`config.mk`:
```
export PLATFORM = sky130hd
export DESIGN_NAME = afifo_wr_arb
export DESIGN_NICKNAME = d
export VERILOG_FILES = /design/src/rtl/afifo_wr_arb.sv
export SDC_FILE = /design/constraint.sdc
export NUM_CORES = 1
export LEC_CHECK = 0
export CAP_MARGIN = 20
export CORE_MARGIN = 2
export CORE_UTILIZATION = 32
export DETAILED_ROUTE_END_ITERATION = 6
export HOLD_SLACK_MARGIN = 0.03
export PLACE_DENSITY_LB_ADDON = 0.2
export REMOVE_ABC_BUFFERS = 1
export SKIP_LAST_GASP = 1
export SYNTH_ARGS = -nofsm -noshare
export SYNTH_HDL_FRONTEND = slang
export SYNTH_SLANG_ARGS = --single-unit
```
`constraint.sdc`:
```
create_clock -name wr_clk -period 2.7 [get_ports wr_clk]
set_input_delay 0.54 -clock wr_clk [delete_from_list [all_inputs] [get_ports wr_clk]]
set_output_delay 0.54 -clock wr_clk [all_outputs]
set_load 0.005 [all_outputs]
```
`src/rtl/afifo_wr_arb.sv`:
```
// Round-robin packet arbiter sharing one async FIFO write port; tags each beat with the requester ID.
// Optional stall statistic counter is built only when AFIFO_ARB_STALL_CNT_EN is defined.
module afifo_wr_arb #(
  parameter int unsigned NREQ = 4,
  parameter int unsigned W    = 8,
  parameter int unsigned IDW  = 2
) (
  input  logic              wr_clk,
  input  logic              wr_reset_n,
  input  logic [NREQ-1:0]   req_vld,
  input  logic [NREQ-1:0]   req_last,
  input  logic [NREQ*W-1:0] req_data,
  output logic [NREQ-1:0]   req_rdy,
  output logic              fifo_wr_en,
  output logic [IDW+W-1:0]  fifo_wr_data,
  input  logic              fifo_full,
  output logic              grant_vld,
  output logic [IDW-1:0]    grant_id,
  output logic [15:0]       stall_cnt
);

  typedef enum logic {StIdle, StBusy} state_e;

  state_e                   state_q;
  logic [IDW-1:0]           rr_ptr_q;
  logic [IDW-1:0]           grant_id_q;
  logic [IDW-1:0]           winner;
  logic [IDW-1:0]           next_ptr;
  logic [IDW-1:0]           idx;
  logic                     found;
  logic                     busy;
  logic                     cur_vld;
  logic                     cur_last;
  logic                     accept;
  logic [NREQ-1:0][W-1:0]   data_arr;

  assign data_arr = req_data;
  assign busy     = (state_q == StBusy);
  assign cur_vld  = req_vld[grant_id_q];
  assign cur_last = req_last[grant_id_q];
  assign next_ptr = (grant_id_q == IDW'(NREQ - 1)) ? '0 : grant_id_q + 1'b1;

  // First valid requester at or after rr_ptr, wrapping at NREQ.
  always_comb begin
    winner = rr_ptr_q;
    found  = 1'b0;
    idx    = '0;
    for (int unsigned k = 0; k < NREQ; k++) begin
      idx = IDW'((32'(rr_ptr_q) + k) % NREQ);
      if (!found && req_vld[idx]) begin
        found  = 1'b1;
        winner = idx;
      end
    end
  end

  for (genvar k = 0; k < NREQ; k++) begin : g_rdy
    assign req_rdy[k] = busy & ~fifo_full & (grant_id_q == IDW'(k));
  end

  assign fifo_wr_en   = busy & cur_vld & ~fifo_full;
  assign accept       = fifo_wr_en;
  assign fifo_wr_data = {grant_id_q, data_arr[grant_id_q]};
  assign grant_vld    = busy;
  assign grant_id     = grant_id_q;

  always_ff @(posedge wr_clk or negedge wr_reset_n) begin
    if (!wr_reset_n) begin
      state_q    <= StIdle;
      rr_ptr_q   <= '0;
      grant_id_q <= '0;
    end else begin
      case (state_q)
        StIdle: begin
          if (found && !fifo_full) begin
            grant_id_q <= winner;
            state_q    <= StBusy;
          end
        end
        StBusy: begin
          if (accept && cur_last) begin
            state_q  <= StIdle;
            rr_ptr_q <= next_ptr;
          end
        end
      endcase
    end
  end

`ifdef AFIFO_ARB_STALL_CNT_EN
  logic [15:0] stall_cnt_q;

  always_ff @(posedge wr_clk or negedge wr_reset_n) begin
    if (!wr_reset_n) begin
      stall_cnt_q <= '0;
    end else if (busy && cur_vld && fifo_full && (stall_cnt_q != 16'hFFFF)) begin
      stall_cnt_q <= stall_cnt_q + 16'd1;
    end
  end

  assign stall_cnt = stall_cnt_q;
`else
  assign stall_cnt = '0;
`endif

endmodule
```
==> results of run 1 <==
## worst max-delay path, delay by kind of cell
kind,cells,cell delay [ps]
mux,1,490
simple gates,1,170
buf+inv,2,850
## Yosys cell counts (2+ instances only)
cell,count,share of area
mux2_1,2,0.029
buf_4,18,0.18
a21oi_1,2,0.013
ha_1,4,0.065
and2_1,5,0.041
inv_1,4,0.020
nor2_1,3,0.015
mux4_2,10,0.29
dfrtp_1,5,0.16
o21ai_0,3,0.020
nor2b_1,4,0.033
## power by group through the flow
stage               logic, uW  registers [uW]  clock network [uW]
CTS                       691             170                88.8
detailed placement        690             171                   0
global placement          680             168                   0
floorplan                 279             203                   0
finish                    689             172                82.9
global route              765             179                91.0
## through the flow
step	setup slack, ps	instances	hold slack, ps
after floorplan	621.1	69	244.4
after global placement	38.46	162	531.6
after detailed placement	15.55	162	541.1
after CTS	15.55	166	510.5
after global routing	51.08	167	531.4
final	114.3	167	516.7
## layout by cell type (no fill, tap or decap)
master,instances
a31oi_1,1
mux2_1,2
a21boi_0,1
mux4_2,10
or3_1,1
or4_4,1
dlymetal6s2s_1,1
nand3_2,1
nor2b_1,4
o21a_1,1
a41o_1,1
o21bai_1,1
clkdlybuf4s50_1,59
o21ai_0,3
inv_1,4
and2_1,5
a21oi_1,2
o2111ai_1,1
nor2_1,3
clkbuf_1,1
clkbuf_4,3
conb_1,16
ha_1,4
nand3b_1,1
dfrtp_1,5
and2_4,1
buf_4,6
## what timing repair did
| action | in CTS | in global routing |
|---|---|---|
| buffers inserted | 0 | 1 |
| endpoints found under the hold margin | 0 | 0 |
| endpoints found under the setup margin | 0 | 1 |
| gates resized for setup | 0 | 1 |
## final timing paths
kind | startpoint | endpoint | slack, ps | cells past startpoint
hold reg to reg | grant_vld | grant_vld | 540 | 1
max in group asynchronous | wr_reset_n | grant_id[0] | 2000 | 1
hold / removal | wr_reset_n | rr_ptr_q[1] | 520 | 1
setup reg to reg | grant_id[0] | rr_ptr_q[0] | 930 | 4
setup / recovery | req_vld[3] | fifo_wr_en | 110 | 4
min in group wr_clk | grant_vld | grant_vld | 540 | 1
## flip-flops by register name (all words and copies together) (netlist names)
name       cells
grant_id       2
rr_ptr_q       2
grant_vld      1
## layout make-up
cell class,instances,area share
clock buffer,4,0.01888
inverter,4,0.01079
multi-input combinational,60,0.3894
sequential,5,0.08993
tap,28,0.02518
timing repair buffer,66,0.4658
## metal layers
| layer | track usage | vias up |
|---|---|---|
| li1 | - | 366 |
| met5 | 0 | - |
| met1 | 0.1954 | 354 |
| met3 | 0.04520 | 0 |
| met2 | 0.2938 | 49 |
| met4 | 0.04701 | 0 |
## cell families (layout without fill, tap and decap cells)
family,count (synthesis),after routing
AOI/OAI and AO/OA,11,11
adders and majority gates,4,4
buffers and inverters,24,74
DFF,5,5
muxes,12,12
other,1,16
and+or+nand+nor,17,17
==> reports/metrics.yaml, run 1 <==
synth.avg_cell_area_sq_um: 10.40
path_cells: "clkdlybuf4s50_1, mux4_2, and2_1, clkdlybuf4s50_1"
yosysWarnings: 0
synth_top_family_by_area: "multiplexers"
drtAntennaViolNets: 0
status: "completed"
die-area_sq_mm: 0.002813
vias: 769
skew_ps: 3.264
clockBufferDepth: 2
clock_power_share: 0.088
post_dp_cell_area_sq_mm: 0.001355
wl_met1_um: 890
swShare: 0.3348
wl_per_cell_um: 13.66
drc_errors: 0
fin_total_pwr_uw: 943.9
antenna_cells: 0
p_int_uw: 627.9
max_freq_ghz: 0.3867
hp-class: "input pin to asynchronous set/reset pin"
viasPerCell: 4.605
coreArea_sq_mm: 0.002233
finalSetupTns_ps: 0
slowest_stage: "mux4_2"
seq_area_frac_synth: 0.1626
cp-start-kind: "input pin"
synth_compound_area_frac: 0.09431
die_w_um: 53.04
rows: 17
ys.flop_type: "dfrtp_1"
met3_length_um: 296
synth_edf_count: 0
hpwl_um: 1960
seqPwrFrac: 0.182
cts.sink_count: 5
p_per_area_mw_per_mm2: 678.4
switchingPower_uw: 316.0
rsz0062_at_grt: "false"
drv_slew: 0
synth_seq_cells: 5
synth_xor_area_frac: 0
grt_max_degree: 16
initial_core_util: 0.3445
crit_top_cell: "clkdlybuf4s50_1"
timing.final.crit_period_ps: 2586
tritoncts: "built"
cts_root_buffer: "clkbuf_4"
cp.required_ps: 2160
port_buffers: 60
ir_worst_vdd_mv: 0.4850
gp_congestion: 0.8206
yosys.area_share.simple: 0.1447
antenna_found_initial: 0
cts_hold_buf: 0
comb_power_share: 0.730
top_layer_used: "met3"
clkTransAtPathRegs_ps: 40
cap_violations: 0
htree_num_levels: 1
dr.pass1.iters: 4
setup_violations: 0
regArea_sq_um: 125.1
synth_cell_types: 25
p_leak_uw: 0.0005833
wl_met2_um: 1095
period_share: 0.9577
multi_input_area_sq_um: 541.8
grtUsageTotal: 0.1663
arrival_ps: 2050
syn_to_final_growth_pct: 80.81
critical_path.endpoint_type: "primary output"
num-nets-final: 187
die_height_um: 53.04
cts_made_buffers: 3
synth-async-reset-ratio: 1.000
cpPeakStageDelay_ps: 490
cp_max_fo: 2
final_util: 0.6230
drt_iter0_markers: 3
finalHoldViolCount: 0
synth_mux_area_frac: 0.3220
drive_gt1_frac: 0.1583
fill_cells: 191
grt_pass1_vias: 753
synth_fa_ha_area_frac: 0.06504
routed_wl_um: 2282
synth_cells: 74
io_pins: 77
grt_pass1_wl_um: 3429
fin_area_sq_mm: 0.001391
path_class: "input pin to primary output"
syn-cell-area_sq_um: 769.5
worstSkewPairLatency_ps: 240
overflow: 0
(Power assumes the default switching activity.)
==> run 2: changes to the inputs <==
--- a/config.mk
+++ b/config.mk
@@ -5,11 +5,13 @@
 export SDC_FILE = /design/constraint.sdc
 export NUM_CORES = 1
 export LEC_CHECK = 0
+export ABC_CLOCK_PERIOD_IN_PS = 2700
 export CAP_MARGIN = 20
 export CORE_MARGIN = 2
 export CORE_UTILIZATION = 32
 export DETAILED_ROUTE_END_ITERATION = 6
 export HOLD_SLACK_MARGIN = 0.03
+export MAX_ROUTING_LAYER = met4
 export PLACE_DENSITY_LB_ADDON = 0.2
 export REMOVE_ABC_BUFFERS = 1
 export SKIP_LAST_GASP = 1
==> run 2 against run 1 <==
  * Die area did not move
  * Sequential power barely moved
  * Combinational power barely moved
  * Global-route usage rose by 0.49 points
  * Final area did not move
  * Clock power barely moved
  * Core utilization did not move
  * Register-to-register slack barely moved
  * Total power barely moved
  * Critical endpoint unchanged
  * Largest power group unchanged
  * Highest routed layer unchanged
==> reports/metrics.yaml, run 2 (synthesis results as in run 1) <==
status: "completed"
layout_common_cells: "clkdlybuf4s50_1, conb_1, mux4_2"
vias: 768
hp-class: "input pin to asynchronous set/reset pin"
seqPwrFrac: 0.182
swShare: 0.3349
overflow: 0
finalHoldViolCount: 0
drive_gt1_frac: 0.1583
die_height_um: 53.04
clock_power_share: 0.088
port_buffers: 60
drv_slew: 0
coreArea_sq_mm: 0.002233
cp_num_buf_inv: 2
grt_pass1_wl_um: 3443
critical_path.endpoint_type: "primary output"
period_share: 0.9582
cts_made_buffers: 3
antenna_cells: 0
timing.final.crit_period_ps: 2587
path_class: "input pin to primary output"
drt_iter0_markers: 3
cap_violations: 0
htree_num_levels: 1
cts_hold_buf: 0
grtUsageTotal: 0.1711
tritoncts: "built"
p_leak_uw: 0.0005833
grt_pass1_vias: 751
wl_per_cell_um: 13.71
syn_to_final_growth_pct: 80.81
drtAntennaViolNets: 0
io_pins: 77
num-nets-final: 187
worstSkewPairLatency_ps: 240
gp_congestion: 0.8329
crit_top_cell: "clkdlybuf4s50_1"
cts.sink_count: 5
viasPerCell: 4.599
rows: 17
switchingPower_uw: 316.1
setup_violations: 0
clkTransAtPathRegs_ps: 40
post-place-ws_ps: 15.55
skew_ps: 3.264
grt_max_degree: 16
p_per_area_mw_per_mm2: 678.5
layout_setup_ws_ps: 112.9
p_int_uw: 627.9
hpwl_um: 1960
drc_errors: 0
slowest_stage: "mux4_2"
die_w_um: 53.04
antenna_found_initial: 0
routed_wl_um: 2289
cp_max_fo: 2
initial_core_util: 0.3445
ir_worst_vdd_mv: 0.4846
layout_commonest_cell: "clkdlybuf4s50_1"
comb_power_share: 0.731
cp-start-kind: "input pin"
path_cells: "clkdlybuf4s50_1, mux4_2, and2_1, clkdlybuf4s50_1"
arrival_ps: 2050
dr.pass1.iters: 4
cpPeakStageDelay_ps: 490
cts_root_buffer: "clkbuf_4"
max_freq_ghz: 0.3865
clockBufferDepth: 2
rsz0062_at_grt: "false"
finalSetupTns_ps: 0
cp.required_ps: 2160
die-area_sq_mm: 0.002813
crit_family: "buffers and inverters"
==> run 2: layout make-up <==
type | count | area [sq um]
multi-input combinational | 60 | 541.8
fill | 191 | 842.1
tap | 28 | 35.03
sequential | 5 | 125.1
timing repair buffer | 66 | 648.1
inverter | 4 | 15.01
clock buffer | 4 | 26.28
==> run 2: final timing paths <==
path                                   from           to  slack, ps  cells past startpoint
max in group asynchronous        wr_reset_n  grant_id[0]       2000                      1
worst max register to register  grant_id[0]  rr_ptr_q[0]        940                      4
min in group wr_clk               grant_vld    grant_vld        540                      1
worst min-delay path             wr_reset_n  rr_ptr_q[1]        520                      1
worst min register to register    grant_vld    grant_vld        540                      1
worst max-delay path             req_vld[3]   fifo_wr_en        110                      4
==> run 2: per-stage QoR <==
step | util | hold slack (ps) | total power, uW | instance area [sq um] | cells
3_3_place_gp | 0.6067 | 531.6 | 848.3 | 1355 | 162
2_1_floorplan | - | 244.4 | 481.2 | 681.9 | 69
4_1_cts | 0.6185 | 510.5 | 949.1 | 1381 | 166
5_1_grt | 0.6230 | 531.4 | 1036 | 1391 | 167
6_report | 0.6230 | 516.7 | 944.0 | 1391 | 167
3_5_place_dp | 0.6067 | 541.1 | 861.1 | 1355 | 162
==> run 2: power by group through the flow <==
stage               clock [uW]  combinational (uW)  sequential, uW
global placement             0                 680             168
CTS                       88.8                 691             170
detailed placement           0                 690             171
floorplan                    0                 279             203
finish                    82.9                 690             171
global route              91.0                 766             179
==> run 2: what timing repair did <==
| item | in CTS | in global routing |
|---|---|---|
| setup buffers | 0 | 1 |
| resized for setup | 0 | 1 |
| endpoints found under the setup margin | 0 | 1 |
==> run 2: layer usage <==
metal,track usage,wire [um],share of wire,vias up
li1,-,-,-,366
met1,0.1972,891,0.39,353
met2,0.2938,1101,0.48,49
met3,0.04520,296,0.13,0
met4,0.04701,0,0,0
met5,-,0,0,-
==> run 3: changes to the inputs <==
--- a/config.mk
+++ b/config.mk
@@ -7,7 +7,6 @@
 export LEC_CHECK = 0
 export ABC_CLOCK_PERIOD_IN_PS = 2700
 export CAP_MARGIN = 20
-export CORE_MARGIN = 2
 export CORE_UTILIZATION = 32
 export DETAILED_ROUTE_END_ITERATION = 6
 export HOLD_SLACK_MARGIN = 0.03
==> run 3 against run 2 <==
  * Register-to-register slack improved by 20 ps
  * Flip-flop and latch count stayed put
  * Final area fell by 0.27%
  * Clock-buffer cell count stayed put
  * Clock skew shrank 3.0 ps
  * Core utilization decreased by 0.17 points
  * Via count grew 2.7%
  * Die area down 7.4%
  * Global-route usage increased by 0.42 points
  * Total power decreased by 0.68%
  * Cell count did not move
  * Non-clock buffer count stayed put
  * Critical endpoint unchanged
  * Largest power group unchanged
==> reports/metrics.yaml, run 3 (synthesis results as in run 1) <==
post_dp_cell_area_sq_mm: 0.001363
die_w_um: 51.04
initial_core_util: 0.3445
grt_pass1_wl_um: 3277
layout_commonest_cell: "clkdlybuf4s50_1"
crit_top_cell: "clkdlybuf4s50_1"
clockBufferDepth: 2
coreArea_sq_mm: 0.002233
path_cells: "clkdlybuf4s50_1, mux4_2, and2_1, clkdlybuf4s50_1"
num-nets-final: 187
worstSkewPairLatency_ps: 240
finalHoldViolCount: 0
cp-start-kind: "input pin"
cp.required_ps: 2160
cts_root_buffer: "clkbuf_4"
max_freq_ghz: 0.3819
arrival_ps: 2080
antenna_cells: 0
fin_cells: 167
antenna_found_initial: 0
switchingPower_uw: 310.7
slowest_stage: "mux4_2"
p_int_uw: 626.9
cpPeakStageDelay_ps: 490
rsz0062_at_grt: "false"
tritoncts: "built"
cts_made_buffers: 3
grt_max_degree: 16
hpwl_um: 1833
fill_cells: 188
cap_violations: 0
port_buffers: 60
p_per_area_mw_per_mm2: 675.7
clkTransAtPathRegs_ps: 40
vias: 789
p_leak_uw: 0.0005755
layout_common_cells: "clkdlybuf4s50_1, conb_1, mux4_2"
overflow: 0
post_cts_buffers: 0
skew_ps: 0.2588
wl_per_cell_um: 12.93
drc_errors: 0
drt_iter0_markers: 5
routed_wl_um: 2159
setup_violations: 0
rows: 17
cts.sink_count: 5
io_pins: 77
grtUsageTotal: 0.1754
htree_num_levels: 1
drv_slew: 0
die_height_um: 51.04
fin_total_pwr_uw: 937.5
drtAntennaViolNets: 0
dr.pass1.iters: 3
swShare: 0.3314
critical_path.endpoint_type: "primary output"
postCtsResizedCells: 1
grt_pass1_vias: 756
comb_power_share: 0.727
dp_cells: 163
cp_max_fo: 2
path_class: "input pin to primary output"
clock_power_share: 0.089
syn_to_final_growth_pct: 80.33
drive_gt1_frac: 0.1583
timing.final.crit_period_ps: 2619
seqPwrFrac: 0.184
die-area_sq_mm: 0.002605
viasPerCell: 4.725
finalSetupTns_ps: 0
status: "completed"
cts_hold_buf: 0
period_share: 0.9699
gp_congestion: 0.8374
ir_worst_vdd_mv: 0.4396
hp-class: "input pin to asynchronous set/reset pin"
fin_area_sq_mm: 0.001388
-- run 3: cell types whose count changed in the layout (fill, tap and decap cells not counted), sizes merged --
cell / previous run / this run
dlygate4sd2: 0 / 1
dlymetal6s2s: 1 / 0
-- run 3: power groups by stage --
stage	clock, uW	sequential (uW)	combinational (uW)
after global placement	0	172	686
after detailed placement	0	175	691
after floorplan	0	203	279
after global routing	96.1	183	748
after CTS	90.3	173	692
final	83.6	172	681
-- run 3: critical path: cells and delay by family --
kind / cells / cell delay, ps
simple gates: 1 / 180
mux: 1 / 490
buf+inv: 2 / 870
-- run 3: final timing paths --
check                            start  slack (ps)  cells after the start          end
max                         req_vld[1]          80                      4   fifo_wr_en
min                         wr_reset_n         520                      1  rr_ptr_q[0]
max reg2reg                grant_id[0]         960                      4  rr_ptr_q[0]
min reg2reg                  grant_vld         540                      1    grant_vld
max in group asynchronous   wr_reset_n        2010                      1  grant_id[0]
min in group wr_clk          grant_vld         540                      1    grant_vld
-- run 3: final cells by class --
cell class,instances,area (sq um),area share
clock buffers,4,26.28,0.01894
inverters,4,15.01,0.01082
multi-input cells,60,541.8,0.3904
flip-flops and latches,5,125.1,0.09017
well taps,28,35.03,0.02525
repair buffers,66,644.4,0.4644
-- run 3: through the flow --
step,setup slack (ps),utilization,hold slack [ps]
CTS,83.65,0.6213,508.8
finish,81.25,0.6213,515.1
global route,35.85,0.6213,516.8
floorplan,621.1,-,244.4
detailed placement,-7.641,0.6101,537.0
global placement,24.08,0.6101,534.3
-- run 3: per-layer routing --
| metal | up-vias | wire, um | GRT usage |
|---|---|---|---|
| li1 | 366 | - | - |
| met1 | 361 | 793 | 0.1823 |
| met2 | 54 | 1000 | 0.2873 |
| met3 | 8 | 293 | 0.04167 |
| met4 | 0 | 72 | 0.1296 |
| met5 | - | 0 | - |
